**src/rtl/memory_access_module.sv**
```systemverilog
// MEM stage + MEM/WB register.
// Turns EX/MEM control into byte-lane data-memory requests over a req/ack
// handshake and holds the pipeline while the request is outstanding.
// Load data is returned right-aligned and zero-filled; the write-back code
// tells the next stage whether it still needs to sign-extend.

`ifndef DATA_FROM_ALU
`define DATA_FROM_ALU 2'b00
`endif
`ifndef DATA_FROM_MEM
`define DATA_FROM_MEM 2'b01
`endif
`ifndef DATA_SIGN_BYT
`define DATA_SIGN_BYT 2'b10
`endif
`ifndef DATA_SIGN_HAL
`define DATA_SIGN_HAL 2'b11
`endif

module memory_access_module #(
    parameter int NB_BITS = 32,
    parameter int NB_REG  = 5,
    parameter int TIMEOUT = 16
) (
    input  logic               i_clock,
    input  logic               i_reset,
    input  logic               i_valid,
    input  logic [NB_BITS-1:0] i_alu_data,
    input  logic [NB_BITS-1:0] i_store_data,
    input  logic               i_mem_read,
    input  logic               i_mem_write,
    input  logic [1:0]         i_size,
    input  logic               i_unsigned,
    input  logic [1:0]         i_mux_mem_to_reg,
    input  logic               i_reg_write,
    input  logic [NB_REG-1:0]  i_rd_addr,
    output logic               o_dmem_req,
    output logic               o_dmem_we,
    output logic [NB_BITS-1:0] o_dmem_addr,
    output logic [NB_BITS-1:0] o_dmem_wdata,
    output logic [3:0]         o_dmem_be,
    input  logic               i_dmem_ack,
    input  logic [NB_BITS-1:0] i_dmem_rdata,
    output logic               o_stall,
    output logic               o_valid,
    output logic [NB_BITS-1:0] o_mem_data,
    output logic [NB_BITS-1:0] o_alu_data,
    output logic [1:0]         o_mux_mem_to_reg,
    output logic               o_reg_write,
    output logic [NB_REG-1:0]  o_rd_addr,
    output logic               o_misaligned,
    output logic               o_bus_error
);

    localparam int CW = $clog2(TIMEOUT);

    typedef enum logic {S_IDLE, S_WAIT} state_t;

    state_t             state;
    logic [CW-1:0]      cnt;

    // fields of the outstanding access, needed again when it completes
    logic               ld_q;
    logic               rw_q;
    logic               uns_q;
    logic [1:0]         size_q;
    logic [1:0]         off_q;
    logic [1:0]         mux_q;
    logic [NB_REG-1:0]  rd_q;
    logic [NB_BITS-1:0] alu_q;

    logic [1:0]         off;
    logic               mem_op;
    logic               misaligned;
    logic               timeout_hit;
    logic [3:0]         st_be;
    logic [NB_BITS-1:0] st_wdata;
    logic [NB_BITS-1:0] shifted;
    logic [NB_BITS-1:0] ld_data;
    logic [1:0]         ld_code;

    assign off    = i_alu_data[1:0];
    assign mem_op = i_valid & (i_mem_read | i_mem_write);

    // alignment: bytes always fit, halves need bit 0 clear, words both bits
    always_comb begin
        misaligned = 1'b0;
        if (i_size == 2'd1)
            misaligned = off[0];
        else if (i_size != 2'd0)
            misaligned = |off;
    end

    // store lane steering: replicate the datum, select lanes with be
    always_comb begin
        st_be    = 4'b1111;
        st_wdata = i_store_data;
        case (i_size)
            2'd0: begin
                st_be    = 4'b0001 << off;
                st_wdata = NB_BITS'({4{i_store_data[7:0]}});
            end
            2'd1: begin
                st_be    = off[1] ? 4'b1100 : 4'b0011;
                st_wdata = NB_BITS'({2{i_store_data[15:0]}});
            end
            default: ;
        endcase
    end

    // load alignment: shift the addressed lane to bit 0, zero-fill above it
    always_comb begin
        shifted = i_dmem_rdata >> {off_q, 3'b000};
        ld_data = shifted;
        ld_code = `DATA_FROM_MEM;
        case (size_q)
            2'd0: begin
                ld_data = NB_BITS'(shifted[7:0]);
                ld_code = uns_q ? `DATA_FROM_MEM : `DATA_SIGN_BYT;
            end
            2'd1: begin
                ld_data = NB_BITS'(shifted[15:0]);
                ld_code = uns_q ? `DATA_FROM_MEM : `DATA_SIGN_HAL;
            end
            default: ;
        endcase
    end

    assign timeout_hit = (state == S_WAIT) & ~i_dmem_ack & (cnt == CW'(TIMEOUT - 1));

    // hold upstream while a request is being launched or is still pending;
    // released in the completing cycle (ack or timeout) so EX/MEM advances
    assign o_stall = i_reset & ((state == S_IDLE) ? (mem_op & ~misaligned)
                                                  : ~(i_dmem_ack | timeout_hit));

    // access FSM, memory request registers and MEM/WB register
    always_ff @(posedge i_clock or negedge i_reset) begin
        if (!i_reset) begin
            state            <= S_IDLE;
            cnt              <= '0;
            ld_q             <= 1'b0;
            rw_q             <= 1'b0;
            uns_q            <= 1'b0;
            size_q           <= '0;
            off_q            <= '0;
            mux_q            <= '0;
            rd_q             <= '0;
            alu_q            <= '0;
            o_dmem_req       <= 1'b0;
            o_dmem_we        <= 1'b0;
            o_dmem_addr      <= '0;
            o_dmem_wdata     <= '0;
            o_dmem_be        <= '0;
            o_valid          <= 1'b0;
            o_mem_data       <= '0;
            o_alu_data       <= '0;
            o_mux_mem_to_reg <= '0;
            o_reg_write      <= 1'b0;
            o_rd_addr        <= '0;
            o_misaligned     <= 1'b0;
            o_bus_error      <= 1'b0;
        end else begin
            o_misaligned <= 1'b0;
            o_bus_error  <= 1'b0;
            case (state)
                S_IDLE: begin
                    o_alu_data <= i_alu_data;
                    o_rd_addr  <= i_rd_addr;
                    o_mem_data <= '0;
                    if (mem_op && !misaligned) begin
                        state        <= S_WAIT;
                        cnt          <= '0;
                        o_dmem_req   <= 1'b1;
                        o_dmem_we    <= ~i_mem_read;
                        o_dmem_addr  <= {i_alu_data[NB_BITS-1:2], 2'b00};
                        o_dmem_wdata <= i_mem_read ? '0 : st_wdata;
                        o_dmem_be    <= i_mem_read ? 4'b1111 : st_be;
                        ld_q         <= i_mem_read;
                        rw_q         <= i_reg_write;
                        uns_q        <= i_unsigned;
                        size_q       <= i_size;
                        off_q        <= off;
                        mux_q        <= i_mux_mem_to_reg;
                        rd_q         <= i_rd_addr;
                        alu_q        <= i_alu_data;
                        o_valid      <= 1'b0;
                        o_reg_write  <= 1'b0;
                    end else if (mem_op) begin
                        o_valid          <= 1'b1;
                        o_reg_write      <= 1'b0;
                        o_misaligned     <= 1'b1;
                        o_mux_mem_to_reg <= i_mux_mem_to_reg;
                    end else begin
                        o_valid          <= i_valid;
                        o_reg_write      <= i_valid & i_reg_write;
                        o_mux_mem_to_reg <= i_mux_mem_to_reg;
                    end
                end
                S_WAIT: begin
                    if (i_dmem_ack) begin
                        state            <= S_IDLE;
                        o_dmem_req       <= 1'b0;
                        o_dmem_we        <= 1'b0;
                        o_valid          <= 1'b1;
                        o_reg_write      <= ld_q & rw_q;
                        o_mem_data       <= ld_q ? ld_data : '0;
                        o_mux_mem_to_reg <= ld_q ? ld_code : mux_q;
                        o_alu_data       <= alu_q;
                        o_rd_addr        <= rd_q;
                    end else if (timeout_hit) begin
                        state            <= S_IDLE;
                        o_dmem_req       <= 1'b0;
                        o_dmem_we        <= 1'b0;
                        o_bus_error      <= 1'b1;
                        o_valid          <= 1'b1;
                        o_reg_write      <= 1'b0;
                        o_mem_data       <= '0;
                        o_mux_mem_to_reg <= mux_q;
                        o_alu_data       <= alu_q;
                        o_rd_addr        <= rd_q;
                    end else begin
                        cnt         <= cnt + 1'b1;
                        o_valid     <= 1'b0;
                        o_reg_write <= 1'b0;
                    end
                end
                default: state <= S_IDLE;
            endcase
        end
    end

endmodule

```
**config.mk**
```make
export PLATFORM = sky130hd
export DESIGN_NAME = memory_access_module
export DESIGN_NICKNAME = d
export VERILOG_FILES = /design/src/rtl/memory_access_module.sv
export SDC_FILE = /design/constraint.sdc
export NUM_CORES = 1
export LEC_CHECK = 0
export CORE_MARGIN = 2
export CORE_UTILIZATION = 49
export CTS_CLUSTER_DIAMETER = 30
export DETAILED_ROUTE_END_ITERATION = 16
export PLACE_DENSITY = 0.87
export SYNTH_ARGS = -nofsm -noshare
export SYNTH_HDL_FRONTEND = slang
export SYNTH_SLANG_ARGS = --single-unit
export TNS_END_PERCENT = 30
```
**constraint.sdc**
```tcl
create_clock -name i_clock -period 4.75 [get_ports i_clock]
set_clock_uncertainty 0.2 [all_clocks]
set_input_delay 1.1875 -clock i_clock [delete_from_list [all_inputs] [get_ports i_clock]]
set_output_delay 1.1875 -clock i_clock [all_outputs]
set_load 0.05 [all_outputs]
```
* After elaboration in Yosys (flattened, before gate mapping)
Index checks and enable logic that the tools add are counted.
Storage, ports and cells: flip-flop bits (word level) 194, output and inout port bits 146, logic and storage cells 113
Operators by class: shift-type cells 2, muxes and demuxes 55, reductions and logical operators 10, eq/ne operators 8, add/sub/neg operators 1, bitwise operators 14
Operators by type and width (count):
- one-hot mux 32 bit (2 select lines) | 4
- two-way mux 32 bit | 6
- right shift 32 x 5 -> 32 bit | 1
- two-way mux 1 bit | 22
- two-way mux 4 bit | 5
- one-hot mux 4 bit (2 select lines) | 2
- two-way mux 2 bit | 6
- two-way mux 5 bit | 2
- one-hot mux 1 bit (2 select lines) | 5
- one-hot mux 5 bit (2 select lines) | 1
- one-hot mux 2 bit (2 select lines) | 2
- AND 1 bit | 7
- inequality test 2 bit (second input constant) | 3
- AND reduction 2 bit | 3
- inverter 1 bit | 5
- adder 4 x 1 -> 4 bit (second input constant) | 1
- equality test 2 x 1 -> 1 bit (second input constant) | 2
- equality test 4 bit (second input constant) | 1
- zero test 2 bit | 2
- << shifter 1 x 2 -> 4 bit (first input constant) | 1
- inequality test 3 x 2 -> 1 bit (second input constant) | 1
- AND reduction 3 bit | 1
- inequality test 2 x 1 -> 1 bit (second input constant) | 1
- bitwise OR 1 bit | 2
- 4 further kinds | 4

* Longest topological paths before layout
Gate-level depths: netlist of the first run.
word-level depth 7, mapped depth 8, gate-level depth less buffers 5

* Least setup slack after synthesis of the first run
No wires, ideal clock.
path kind input-to-output, start point in i_size[1], end point out o_stall, buffers on the path 1, arrival time 2.174 ns, slack 1.188 ns, stages on the path 5, path through buf_2 nor2_2 o211ai_4 nand2_1 and2_1
Between the ends: cells in the longest elaborated chain, start to end 7, elaborated cells between the ends (all ways) 8
RTL lines:
- start, declared | RTL line 32 | input logic [1:0] i_size,
- nonzero test 2 bit | RTL line 90 | else if (i_size != 2'd0)
- two-way mux 1 bit | RTL line 90
- two-way mux 1 bit (*) | RTL line 88 | if (i_size == 2'd1)
- inverter 1 bit (*) | RTL line 133 | assign o_stall = i_reset & ((state == S_IDLE) ? (mem_op & ~misaligned)
- AND 1 bit (*) | RTL line 133
- two-way mux 1 bit (*) | RTL line 133
- AND 1 bit (*) | RTL line 133
- end, declared | RTL line 44 | output logic o_stall,
Mark *: on every way between the ends. The rest lies on a longest branch, timed or not.

* Worst setup path after layout of the first run
start point in i_dmem_ack, end point out o_stall
Between the ends: cells in the longest elaborated chain, start to end 7
RTL lines:
- start, declared | RTL line 42 | input logic i_dmem_ack,
- inverter 1 bit | RTL line 129 | assign timeout_hit = (state == S_WAIT) & ~i_dmem_ack & (cnt == CW'(TIMEOUT - 1));
- AND 1 bit (2 in series) | RTL line 129
- bitwise OR 1 bit (*) | RTL line 134 | : ~(i_dmem_ack | timeout_hit));
- inverter 1 bit (*) | RTL line 134
- two-way mux 1 bit (*) | RTL line 133
- AND 1 bit (*) | RTL line 133
Marked as above.

==> results of run 1 <==
cells by family after synthesis:
kind of cell	share of synthesized area
compound gates	0.129
xor+xnor	0.00232
fa+ha+maj	0.00166
buf+inv	0.0680
flops	0.537
mux	0.172
other cells	0.000497
simple gates	0.0891
synthesized netlist by cell type, types with 2 or more instances:
library cell,number,share of area
o21ai_0,69,0.046
nor2_1,13,0.0065
buf_2,23,0.015
and3_1,3,0.0025
nand2_1,114,0.057
xnor2_1,2,0.0023
mux2i_1,80,0.11
a31oi_1,2,0.0017
dfrtp_1,162,0.54
nand3_1,5,0.0033
o31ai_1,24,0.024
mux2_2,44,0.066
a22o_1,16,0.019
nor2_2,2,0.0017
a21oi_1,14,0.0093
and2_1,4,0.0033
clkbuf_1,11,0.0055
a32o_1,9,0.012
a211o_1,9,0.010
buf_6,5,0.0075
buf_4,39,0.039
nor2b_1,11,0.0091
nor3_1,3,0.0020
power by group:
group / switching, W / internal (W) / total, W
clock network: 0.000552 / 0.000841 / 0.00139
logic: 0.00123 / 0.000702 / 0.00193
registers: 0.000184 / 0.00164 / 0.00182
total: 0.00196 / 0.00318 / 0.00514
metrics by stage:
stage	utilization	cell area, um^2
floorplan	-	7550
global placement	0.657	9960
detailed placement	0.657	9960
CTS	0.697	10600
global route	0.697	10600
finish	0.697	10600
layout make-up:
class                   instances  area share
flip-flops and latches        162       0.384
multi-input cells             437       0.283
repair buffers                268       0.253
clock buffers                  19      0.0420
well taps                     188      0.0223
clock inverters                12      0.0149
inverters                       2    0.000711
worst max-delay path, stage by stage:
cell and delay [ns]:
clkdlybuf4s50_1 0.55, and2b_1 0.25, nand2_1 0.20, nand2_1 0.14, and2_1 0.21, buf_12 0.15
final timing paths:
check | endpoint | slack (ns) | cells after the start
max | o_stall | 0.67 | 6
min reg2reg | o_alu_data[29]$_DFFE_PN0P_ | 0.27 | 2
min in group asynchronous | o_rd_addr[2]$_DFFE_PN0P_ | 0.43 | 1
min | o_alu_data[29]$_DFFE_PN0P_ | 0.27 | 2
max in group asynchronous | rd_q[4]$_DFFE_PN0P_ | 2.74 | 2
max reg2reg | o_dmem_be[1]$_DFFE_PN0P_ | 2.00 | 5
per-layer routing:
metal / part of all wire / GRT usage
met1: 0.41 / 0.300
met2: 0.49 / 0.397
met3: 0.075 / 0.0806
met4: 0.026 / 0.0924
met5: 0 / 0
==> metrics.txt, run 1 <==
# TYPE chip_impl_metric gauge
chip_impl_info{name="status",value="finished clean"} 1
chip_impl_info{name="start_of_the_worst_register_to_register_path",value="state$_DFF_PN0_"} 1
chip_impl_metric{name="final_layout_size_suffix_gt1_frac",unit=""} 0.106
chip_impl_metric{name="floorplan.initialDensity",unit=""} 0.498
chip_impl_info{name="setup.worst_path.class",value="in2out"} 1
chip_impl_info{name="rsz0062_at_grt",value="false"} 1
chip_impl_metric{name="vias",unit=""} 5821
chip_impl_metric{name="layout_min_cycle_time",unit="ns"} 4.08
chip_impl_metric{name="grt_start_max_net_pins",unit=""} 79
chip_impl_metric{name="max-vdd-ir-drop",unit="V"} 0.000279
chip_impl_metric{name="cts_hold_buffers_added",unit=""} 0
chip_impl_metric{name="total_congestion_overflow",unit=""} 0
chip_impl_metric{name="synthesis.instances",unit=""} 678
chip_impl_metric{name="power.density_cell_area",unit="nW/um^2"} 487
chip_impl_metric{name="grt_first_pass_wirelength",unit="um"} 30800
chip_impl_metric{name="die_w",unit="um"} 128
chip_impl_metric{name="arrival_time_worst_endpoint",unit="ns"} 2.70
chip_impl_metric{name="dp_worst_setup_slack",unit="ns"} 0.612
chip_impl_metric{name="io_pins",unit=""} 259
chip_impl_metric{name="synth_seq_area_share",unit=""} 0.537
chip_impl_metric{name="drt-wirelength-per-cell",unit="um"} 18.0
chip_impl_metric{name="setup_slack",unit="ns"} 0.667
chip_impl_metric{name="worst_path_fanout_max",unit=""} 8
chip_impl_metric{name="first_pass_iters",unit=""} 4
chip_impl_metric{name="nets",unit=""} 1002
chip_impl_metric{name="grt_use_total",unit=""} 0.243
chip_impl_metric{name="die-area",unit="um^2"} 16400
chip_impl_metric{name="yosys_warning_total",unit=""} 0
chip_impl_info{name="endpoint_kind",value="output pin"} 1
chip_impl_metric{name="ctsLongestPathBuffers",unit=""} 2
chip_impl_metric{name="post-place-cells",unit=""} 1057
chip_impl_metric{name="max_slew.worst_pin.slew",unit="ns"} 0.903
chip_impl_metric{name="final_cells",unit=""} 1088
chip_impl_metric{name="ant_nets",unit=""} 0
chip_impl_metric{name="coreArea",unit="um^2"} 15100
chip_impl_metric{name="insertedDiodeCount",unit=""} 0
chip_impl_metric{name="cts_post_setup_buffers_inserted",unit=""} 0
chip_impl_metric{name="cts_resized",unit=""} 0
chip_impl_metric{name="post_route_clock_period_utilization",unit=""} 0.860
chip_impl_info{name="layout.cells.most_common",value="clkdlybuf4s50_1"} 1
chip_impl_metric{name="grt_antenna_before_repair",unit=""} 0
chip_impl_info{name="hold_path.startpoint",value="o_alu_data[29]$_DFFE_PN0P_"} 1
chip_impl_metric{name="io_buffer_count",unit=""} 256
chip_impl_metric{name="slew_viol_final",unit=""} 0
chip_impl_metric{name="finalHoldWorstSlack",unit="ns"} 0.273
chip_impl_metric{name="max_freq",unit="MHz"} 245
chip_impl_info{name="cts_tree",value="done"} 1
chip_impl_metric{name="crit_required",unit="ns"} 3.36
chip_impl_metric{name="totalPowerFinal",unit="W"} 0.00514
chip_impl_metric{name="die_y",unit="um"} 128
chip_impl_metric{name="synth_enable_flop_cells",unit=""} 0
chip_impl_metric{name="total_area_of_multi_input_combinational_cells",unit="um^2"} 2980
chip_impl_metric{name="report.final.hold_viol_count",unit=""} 0
chip_impl_metric{name="sequential_cell_area",unit="um^2"} 4060
chip_impl_metric{name="cts.clk_slew.worst_paths",unit="ns"} 0.06
chip_impl_metric{name="place_congestion",unit=""} 0.853
chip_impl_metric{name="drcViolationCount",unit=""} 0
chip_impl_metric{name="syn_avg_cell_area",unit="um^2"} 11.1
chip_impl_metric{name="sum_of_negative_setup_slack",unit="ns"} 0
chip_impl_metric{name="area.growth.synth_to_final",unit="%"} 40.0
chip_impl_info{name="timing.critical_path.from_type",value="input port"} 1
chip_impl_metric{name="initialDrtViolationCount",unit=""} 361
chip_impl_metric{name="drv.max_cap_violation_count",unit=""} 0
chip_impl_metric{name="timing.max_slew.rel_slack",unit=""} 0.398
chip_impl_metric{name="drt_wl_total",unit="um"} 19600
chip_impl_metric{name="async_set_reset_flop_share_out_of_synthesis",unit=""} 1.00
chip_impl_metric{name="synth.ff_latch_count",unit=""} 162
chip_impl_info{name="crit_start",value="i_dmem_ack"} 1
chip_impl_metric{name="clock-sinks",unit=""} 162
chip_impl_metric{name="num-fill-cells",unit=""} 1086
chip_impl_metric{name="worst_skew_pair.late_latency",unit="ns"} 0.41
chip_impl_info{name="layout.cells.most_common_list",value="clkdlybuf4s50_1, dfrtp_1, nand2_1"} 1
chip_impl_info{name="dominantRegCellSynth",value="dfrtp_1"} 1
chip_impl_metric{name="route.detailed.vias_per_inst",unit=""} 5.35
chip_impl_metric{name="std_cell_rows",unit=""} 45
chip_impl_metric{name="h-tree-depth",unit=""} 4
chip_impl_metric{name="finalSetupViolCount",unit=""} 0
chip_impl_info{name="cts_root_buf",value="clkbuf_16"} 1
chip_impl_metric{name="grt_pass1_vias",unit=""} 5780
chip_impl_metric{name="syn_area",unit="um^2"} 7540
chip_impl_metric{name="cts_made_buffers",unit=""} 17
chip_impl_metric{name="post_synth_num_cell_types",unit=""} 37
chip_impl_info{name="reg.largest.list",value="o_alu_data (32), o_dmem_wdata (32), o_mem_data (32)"} 1
chip_impl_info{name="min_delay_path_class",value="reg2reg"} 1
chip_impl_metric{name="reported_leakage_power",unit="nW"} 4.51
chip_impl_metric{name="place.detailed.hpwl",unit="um"} 13900
Note: power is estimated with default switching activity, not from simulation.
==> run 2: changes to the inputs <==
Settings changed: CTS_CLUSTER_SIZE set to 14, SLEW_MARGIN set to 30.
==> run 2 against run 1 <==
Largest cell class unchanged. Routed wire length hardly changed. Largest power group unchanged. Flip-flop and latch count unchanged. Setup slack gained 0.0011 ns. Critical path depth unchanged. Die area unchanged. Count of clock-buffer cells in the layout unchanged. Sequential power barely moved. Cell count did not move. Non-clock buffer count is the same. Maximum frequency barely moved.
==> metrics.txt, run 2 (synthesis results as in run 1) <==
# TYPE chip_impl_metric gauge
chip_impl_info{name="endpoint_kind",value="output pin"} 1
chip_impl_info{name="timing.critical_path.from_type",value="input port"} 1
chip_impl_metric{name="floorplan.initialDensity",unit=""} 0.498
chip_impl_info{name="reg.largest.list",value="o_alu_data (32), o_dmem_wdata (32), o_mem_data (32)"} 1
chip_impl_info{name="worstReg2RegEnd",value="o_dmem_be[1]$_DFFE_PN0P_"} 1
chip_impl_metric{name="io_pins",unit=""} 259
chip_impl_metric{name="sum_of_negative_setup_slack",unit="ns"} 0
chip_impl_metric{name="reported_leakage_power",unit="nW"} 4.51
chip_impl_metric{name="grt_pass1_vias",unit=""} 5780
chip_impl_metric{name="timing.max_slew.rel_slack",unit=""} 0.393
chip_impl_metric{name="die-area",unit="um^2"} 16400
chip_impl_metric{name="final_cells",unit=""} 1088
chip_impl_info{name="start_of_the_worst_register_to_register_path",value="state$_DFF_PN0_"} 1
chip_impl_metric{name="netSwitchingPower",unit="W"} 0.00196
chip_impl_metric{name="die_y",unit="um"} 128
chip_impl_metric{name="finalHoldWorstSlack",unit="ns"} 0.273
chip_impl_metric{name="slew_viol_final",unit=""} 0
chip_impl_metric{name="cts_hold_buffers_added",unit=""} 0
chip_impl_metric{name="area.growth.synth_to_final",unit="%"} 40.0
chip_impl_metric{name="cts_post_setup_buffers_inserted",unit=""} 0
chip_impl_info{name="worst_setup_endpoint",value="o_stall"} 1
chip_impl_info{name="rsz0062_at_grt",value="false"} 1
chip_impl_metric{name="placement.cell_area",unit="um^2"} 9960
chip_impl_metric{name="cell_internal_pwr",unit="W"} 0.00318
chip_impl_metric{name="route.detailed.vias_per_inst",unit=""} 5.37
chip_impl_metric{name="post_route_clock_period_utilization",unit=""} 0.859
chip_impl_metric{name="max_freq",unit="MHz"} 245
chip_impl_metric{name="place.detailed.hpwl",unit="um"} 13900
chip_impl_metric{name="total_congestion_overflow",unit=""} 0
chip_impl_metric{name="power_frac_seq",unit=""} 0.354
chip_impl_metric{name="pwr-share-comb",unit=""} 0.375
chip_impl_info{name="layout.cells.most_common_list",value="clkdlybuf4s50_1, dfrtp_1, nand2_1"} 1
chip_impl_metric{name="io_buffer_count",unit=""} 256
chip_impl_metric{name="grt_use_total",unit=""} 0.243
chip_impl_metric{name="drt-wirelength-per-cell",unit="um"} 18.1
chip_impl_metric{name="insertedDiodeCount",unit=""} 0
chip_impl_info{name="cts_root_buf",value="clkbuf_16"} 1
chip_impl_metric{name="nets",unit=""} 1002
chip_impl_metric{name="crit_required",unit="ns"} 3.36
chip_impl_metric{name="place_congestion",unit=""} 0.853
chip_impl_metric{name="final_cell_area",unit="um^2"} 10600
chip_impl_metric{name="final_layout_size_suffix_gt1_frac",unit=""} 0.106
chip_impl_metric{name="ctsLongestPathBuffers",unit=""} 2
chip_impl_metric{name="drt_wl_total",unit="um"} 19600
chip_impl_metric{name="worst_skew_pair.late_latency",unit="ns"} 0.41
chip_impl_metric{name="arrival_time_worst_endpoint",unit="ns"} 2.69
chip_impl_metric{name="cts.clk_slew.worst_paths",unit="ns"} 0.06
chip_impl_metric{name="post-place-cells",unit=""} 1057
chip_impl_metric{name="h-tree-depth",unit=""} 4
chip_impl_metric{name="vias",unit=""} 5844
chip_impl_metric{name="grt_start_max_net_pins",unit=""} 79
chip_impl_metric{name="reg2reg_setup_slack",unit="ns"} 2.00
chip_impl_metric{name="die_w",unit="um"} 128
chip_impl_info{name="min_delay_path_class",value="reg2reg"} 1
chip_impl_metric{name="power.density_cell_area",unit="nW/um^2"} 487
chip_impl_metric{name="first_pass_iters",unit=""} 4
chip_impl_metric{name="totalPowerFinal",unit="W"} 0.00514
chip_impl_metric{name="report.final.hold_viol_count",unit=""} 0
chip_impl_metric{name="max-vdd-ir-drop",unit="V"} 0.000279
chip_impl_info{name="status",value="finished clean"} 1
chip_impl_metric{name="max_slew.worst_pin.slew",unit="ns"} 0.911
chip_impl_info{name="cts_tree",value="done"} 1
chip_impl_metric{name="drv.max_cap_violation_count",unit=""} 0
chip_impl_metric{name="cts_resized",unit=""} 0
chip_impl_info{name="setup.worst_path.class",value="in2out"} 1
chip_impl_metric{name="ant_nets",unit=""} 0
chip_impl_metric{name="worst_path_fanout_max",unit=""} 8
chip_impl_metric{name="layout_min_cycle_time",unit="ns"} 4.08
chip_impl_metric{name="coreArea",unit="um^2"} 15100
chip_impl_metric{name="clock-sinks",unit=""} 162
chip_impl_metric{name="power_switching_share",unit=""} 0.382
chip_impl_metric{name="worst_r2r_path_depth",unit=""} 5
chip_impl_metric{name="initialDrtViolationCount",unit=""} 365
chip_impl_info{name="crit_start",value="i_dmem_ack"} 1
chip_impl_info{name="layout.cells.most_common",value="clkdlybuf4s50_1"} 1
chip_impl_metric{name="drcViolationCount",unit=""} 0
chip_impl_metric{name="clock_power_share",unit=""} 0.271
chip_impl_metric{name="cts_made_buffers",unit=""} 17
chip_impl_metric{name="grt_antenna_before_repair",unit=""} 0
chip_impl_metric{name="grt_first_pass_wirelength",unit="um"} 30800
chip_impl_metric{name="finalSetupViolCount",unit=""} 0
chip_impl_metric{name="std_cell_rows",unit=""} 45
## run 2: power groups by stage
| stage | combinational [W] | clock, W | sequential [W] |
|---|---|---|---|
| 4_1_cts | 0.00194 | 0.00142 | 0.00182 |
| 5_1_grt | 0.00203 | 0.00149 | 0.00186 |
| 3_3_place_gp | 0.00191 | 0 | 0.00183 |
| 3_5_place_dp | 0.00193 | 0 | 0.00184 |
| 6_report | 0.00193 | 0.00139 | 0.00182 |
| 2_1_floorplan | 0.000864 | 0 | 0.00230 |
## run 2: critical path, cell delays in order
cell and delay, ns:
clkdlybuf4s50_1 0.55, and2b_1 0.25, nand2_1 0.20, nand2_1 0.14, and2_1 0.21, buf_12 0.15
## run 2: stage by stage
stage	util	setup slack, ns
floorplan	-	1.19
global placement	0.657	0.661
detailed placement	0.657	0.612
CTS	0.697	0.664
global route	0.697	0.555
finish	0.697	0.668
## run 2: per-layer routing
layer | vias up | share of wire | track usage
li1 | 2785 | - | -
met1 | 2813 | 0.41 | 0.300
met2 | 214 | 0.49 | 0.397
met3 | 32 | 0.074 | 0.0806
met4 | 0 | 0.026 | 0.0924
met5 | - | 0 | 0
## run 2: layout make-up
class / instances / area [um^2]
clock inverters: 12 / 158
multi-input cells: 437 / 2980
flip-flops and latches: 162 / 4060
repair buffers: 268 / 2680
inverters: 2 / 7.51
well taps: 188 / 235
clock buffers: 19 / 443
fillers: 1085 / 4580
## run 2: worst min-delay path by stage
stage | startpoint | slack (ns) | cells past startpoint | endpoint
2_1_floorplan | rw_q$_DFFE_PN0P_ | 0.26 | 1 | o_reg_write$_DFF_PN0_
4_1_cts | o_dmem_wdata[22]$_DFFE_PN0P_ | 0.28 | 2 | o_dmem_wdata[22]$_DFFE_PN0P_
5_1_grt | o_dmem_wdata[22]$_DFFE_PN0P_ | 0.30 | 2 | o_dmem_wdata[22]$_DFFE_PN0P_
3_3_place_gp | o_dmem_wdata[16]$_DFFE_PN0P_ | 0.26 | 2 | o_dmem_wdata[16]$_DFFE_PN0P_
3_5_place_dp | o_dmem_wdata[22]$_DFFE_PN0P_ | 0.27 | 2 | o_dmem_wdata[22]$_DFFE_PN0P_
6_report | o_alu_data[29]$_DFFE_PN0P_ | 0.27 | 2 | o_alu_data[29]$_DFFE_PN0P_
==> run 3: changes to the inputs <==
--- a/config.mk
+++ b/config.mk
@@ -7,2 +7,3 @@
 export LEC_CHECK = 0
+export CORE_ASPECT_RATIO = 0.8
 export CORE_MARGIN = 2
==> constraint.sdc (replaced) <==
create_clock -name i_clock -period 4.75 [get_ports i_clock]
set_clock_uncertainty 0.2 [all_clocks]
set_input_delay 0.95 -clock i_clock [delete_from_list [all_inputs] [get_ports i_clock]]
set_output_delay 0.95 -clock i_clock [all_outputs]
set_load 0.05 [all_outputs]
==> run 3 against run 2 <==
Critical path depth did not move. Sequential share of layout area barely moved. Cell count about the same. Routed wire length is 3.6% higher.
==> metrics.txt, run 3 (synthesis results as in run 1) <==
# TYPE chip_impl_metric gauge
chip_impl_metric{name="critical-path-max-stage-delay",unit="ns"} 0.86
chip_impl_info{name="min_delay_path_class",value="reg2reg"} 1
chip_impl_metric{name="die-area",unit="um^2"} 16400
chip_impl_metric{name="grt_pass1_vias",unit=""} 5905
chip_impl_metric{name="clock-sinks",unit=""} 162
chip_impl_info{name="timing.critical_path.from_type",value="input port"} 1
chip_impl_metric{name="utilization",unit=""} 0.704
chip_impl_metric{name="cts_hold_buffers_added",unit=""} 0
chip_impl_info{name="status",value="finished clean"} 1
chip_impl_metric{name="grt_antenna_before_repair",unit=""} 0
chip_impl_metric{name="place.detailed.hpwl",unit="um"} 14300
chip_impl_metric{name="dp_worst_setup_slack",unit="ns"} 0.925
chip_impl_info{name="reg.largest.list",value="o_alu_data (32), o_dmem_wdata (32), o_mem_data (32)"} 1
chip_impl_metric{name="die_w",unit="um"} 143
chip_impl_metric{name="worst_skew_pair.late_latency",unit="ns"} 0.42
chip_impl_metric{name="worstPathBufferInverterCount",unit=""} 2
chip_impl_metric{name="reg2reg_setup_slack",unit="ns"} 1.83
chip_impl_metric{name="drv.max_cap_violation_count",unit=""} 0
chip_impl_metric{name="slew_viol_final",unit=""} 0
chip_impl_metric{name="grt_start_max_net_pins",unit=""} 124
chip_impl_metric{name="die_y",unit="um"} 115
chip_impl_metric{name="crit_required",unit="ns"} 3.60
chip_impl_metric{name="placement.cell_area",unit="um^2"} 9970
chip_impl_metric{name="total_area_of_multi_input_combinational_cells",unit="um^2"} 2980
chip_impl_metric{name="arrival_time_worst_endpoint",unit="ns"} 2.69
chip_impl_metric{name="grt_first_pass_wirelength",unit="um"} 32000
chip_impl_info{name="endpoint_kind",value="output pin"} 1
chip_impl_metric{name="ctsLongestPathBuffers",unit=""} 2
chip_impl_metric{name="sequential_cell_area",unit="um^2"} 4060
chip_impl_metric{name="max-vdd-ir-drop",unit="V"} 0.000365
chip_impl_info{name="layout.cells.most_common_list",value="clkdlybuf4s50_1, dfrtp_1, nand2_1"} 1
chip_impl_info{name="start_of_the_worst_register_to_register_path",value="state$_DFF_PN0_"} 1
chip_impl_metric{name="nets",unit=""} 1000
chip_impl_info{name="rsz0062_at_grt",value="false"} 1
chip_impl_metric{name="initialDrtViolationCount",unit=""} 305
chip_impl_metric{name="floorplan.initialDensity",unit=""} 0.502
chip_impl_metric{name="timing.max_slew.rel_slack",unit=""} 0.412
chip_impl_info{name="cts_tree",value="done"} 1
chip_impl_metric{name="place_congestion",unit=""} 0.830
chip_impl_metric{name="sum_of_negative_setup_slack",unit="ns"} 0
chip_impl_metric{name="vias",unit=""} 5867
chip_impl_metric{name="final_cell_area",unit="um^2"} 10600
chip_impl_metric{name="max_slew.worst_pin.slew",unit="ns"} 0.882
chip_impl_metric{name="cts_made_buffers",unit=""} 17
chip_impl_metric{name="drt_wl_total",unit="um"} 20300
chip_impl_metric{name="total_congestion_overflow",unit=""} 0
chip_impl_metric{name="cts_post_setup_buffers_inserted",unit=""} 0
chip_impl_metric{name="grt_use_total",unit=""} 0.254
chip_impl_metric{name="ant_nets",unit=""} 0
chip_impl_metric{name="layout_min_cycle_time",unit="ns"} 3.84
chip_impl_metric{name="setup_slack",unit="ns"} 0.909
chip_impl_metric{name="drcViolationCount",unit=""} 0
chip_impl_metric{name="first_pass_iters",unit=""} 4
chip_impl_metric{name="final_layout_size_suffix_gt1_frac",unit=""} 0.105
chip_impl_metric{name="route.detailed.vias_per_inst",unit=""} 5.39
chip_impl_metric{name="max_freq",unit="MHz"} 260
chip_impl_info{name="hold_path.startpoint",value="o_rd_addr[3]$_DFFE_PN0P_"} 1
chip_impl_metric{name="cts.clk_slew.worst_paths",unit="ns"} 0.06
chip_impl_info{name="layout.cells.most_common",value="clkdlybuf4s50_1"} 1
chip_impl_metric{name="report.final.hold_viol_count",unit=""} 0
chip_impl_metric{name="post_route_clock_period_utilization",unit=""} 0.809
chip_impl_info{name="cts_root_buf",value="clkbuf_16"} 1
chip_impl_metric{name="power.density_cell_area",unit="nW/um^2"} 485
chip_impl_metric{name="h-tree-depth",unit=""} 4
chip_impl_metric{name="io_buffer_count",unit=""} 256
chip_impl_metric{name="worst_path_fanout_max",unit=""} 12
chip_impl_metric{name="std_cell_rows",unit=""} 40
chip_impl_info{name="hold_end",value="o_rd_addr[3]$_DFFE_PN0P_"} 1
chip_impl_metric{name="finalSetupViolCount",unit=""} 0
chip_impl_metric{name="num-fill-cells",unit=""} 1118
chip_impl_metric{name="area.growth.synth_to_final",unit="%"} 40.0
chip_impl_info{name="worst_path_cell_trace",value="clkdlybuf4s50_1 > nor2_2 > o211ai_4 > nand2_1 > and2_1 > buf_12"} 1
chip_impl_metric{name="coreArea",unit="um^2"} 15000
chip_impl_info{name="setup.worst_path.class",value="in2out"} 1
chip_impl_metric{name="reported_leakage_power",unit="nW"} 4.51
chip_impl_info{name="critical_path.slowest_cell",value="clkdlybuf4s50_1"} 1
chip_impl_metric{name="io_pins",unit=""} 259
chip_impl_metric{name="cts_resized",unit=""} 0
chip_impl_metric{name="drt-wirelength-per-cell",unit="um"} 18.7
chip_impl_info{name="crit_family",value="buffers and inverters"} 1
chip_impl_metric{name="worst_r2r_path_depth",unit=""} 5
chip_impl_info{name="worstReg2RegEnd",value="o_mem_data[24]$_DFFE_PN0P_"} 1
chip_impl_metric{name="hold_path_cell_cnt",unit=""} 2
==> run 3: cell types whose count changed in the layout (fill, tap and decap cells not counted), sizes merged <==
cell      before  now
clkinvlp       3    2
clkinv         5    6
inv            3    5
diode          0    1
bufinv         3    2
buf           14   12
==> run 3: power breakdown <==
group          leakage, nW  internal, W  switching, W
Combinational         2.19     0.000704       0.00123
Clock                0.285     0.000797      0.000576
Sequential            2.04      0.00164      0.000186
Total                 4.51      0.00314       0.00199
==> run 3: worst register-to-register path, cell delays in order, from the launching register on <==
cell and delay (ns):
dfrtp_2 0.47, buf_4 0.60, and3_1 0.59, nand3b_1 0.37, nor2_2 0.43, a22o_1 0.20
==> run 3: per-stage QoR <==
step / power (W) / cells / hold WS (ns)
floorplan: 0.00317 / 679 / 0.260
global placement: 0.00374 / 1054 / 0.260
detailed placement: 0.00378 / 1056 / 0.265
CTS: 0.00517 / 1088 / 0.279
global route: 0.00535 / 1088 / 0.296
finish: 0.00513 / 1089 / 0.273
==> run 3: how the worst max path moves through the flow <==
stage / startpoint / to / slack [ns] / cells after the start
CTS: i_size[0] / o_stall / 0.92 / 6
finish: i_size[0] / o_stall / 0.91 / 6
floorplan: i_size[1] / o_stall / 1.66 / 5
global placement: i_size[0] / o_stall / 0.93 / 6
detailed placement: i_size[0] / o_stall / 0.92 / 6
global route: i_size[0] / o_stall / 0.82 / 6
==> run 3: layout make-up <==
cell class / instances / area share
diodes: 1 / 0.000237
multi-input cells: 437 / 0.282
flip-flops and latches: 162 / 0.384
repair buffers: 266 / 0.254
clock inverters: 13 / 0.0142
clock buffers: 19 / 0.0419
well taps: 189 / 0.0224
inverters: 2 / 0.000711
==> run 3: metal layers <==
| metal | part of all wire | up-vias | routed length [um] | track usage |
|---|---|---|---|---|
| met1 | 0.44 | 2851 | 9040 | 0.340 |
| met4 | 0.018 | 0 | 376 | 0.0805 |
| met3 | 0.069 | 31 | 1400 | 0.0775 |
| li1 | - | 2780 | - | - |
| met2 | 0.47 | 205 | 9530 | 0.400 |
| met5 | 0 | - | 0 | 0 |
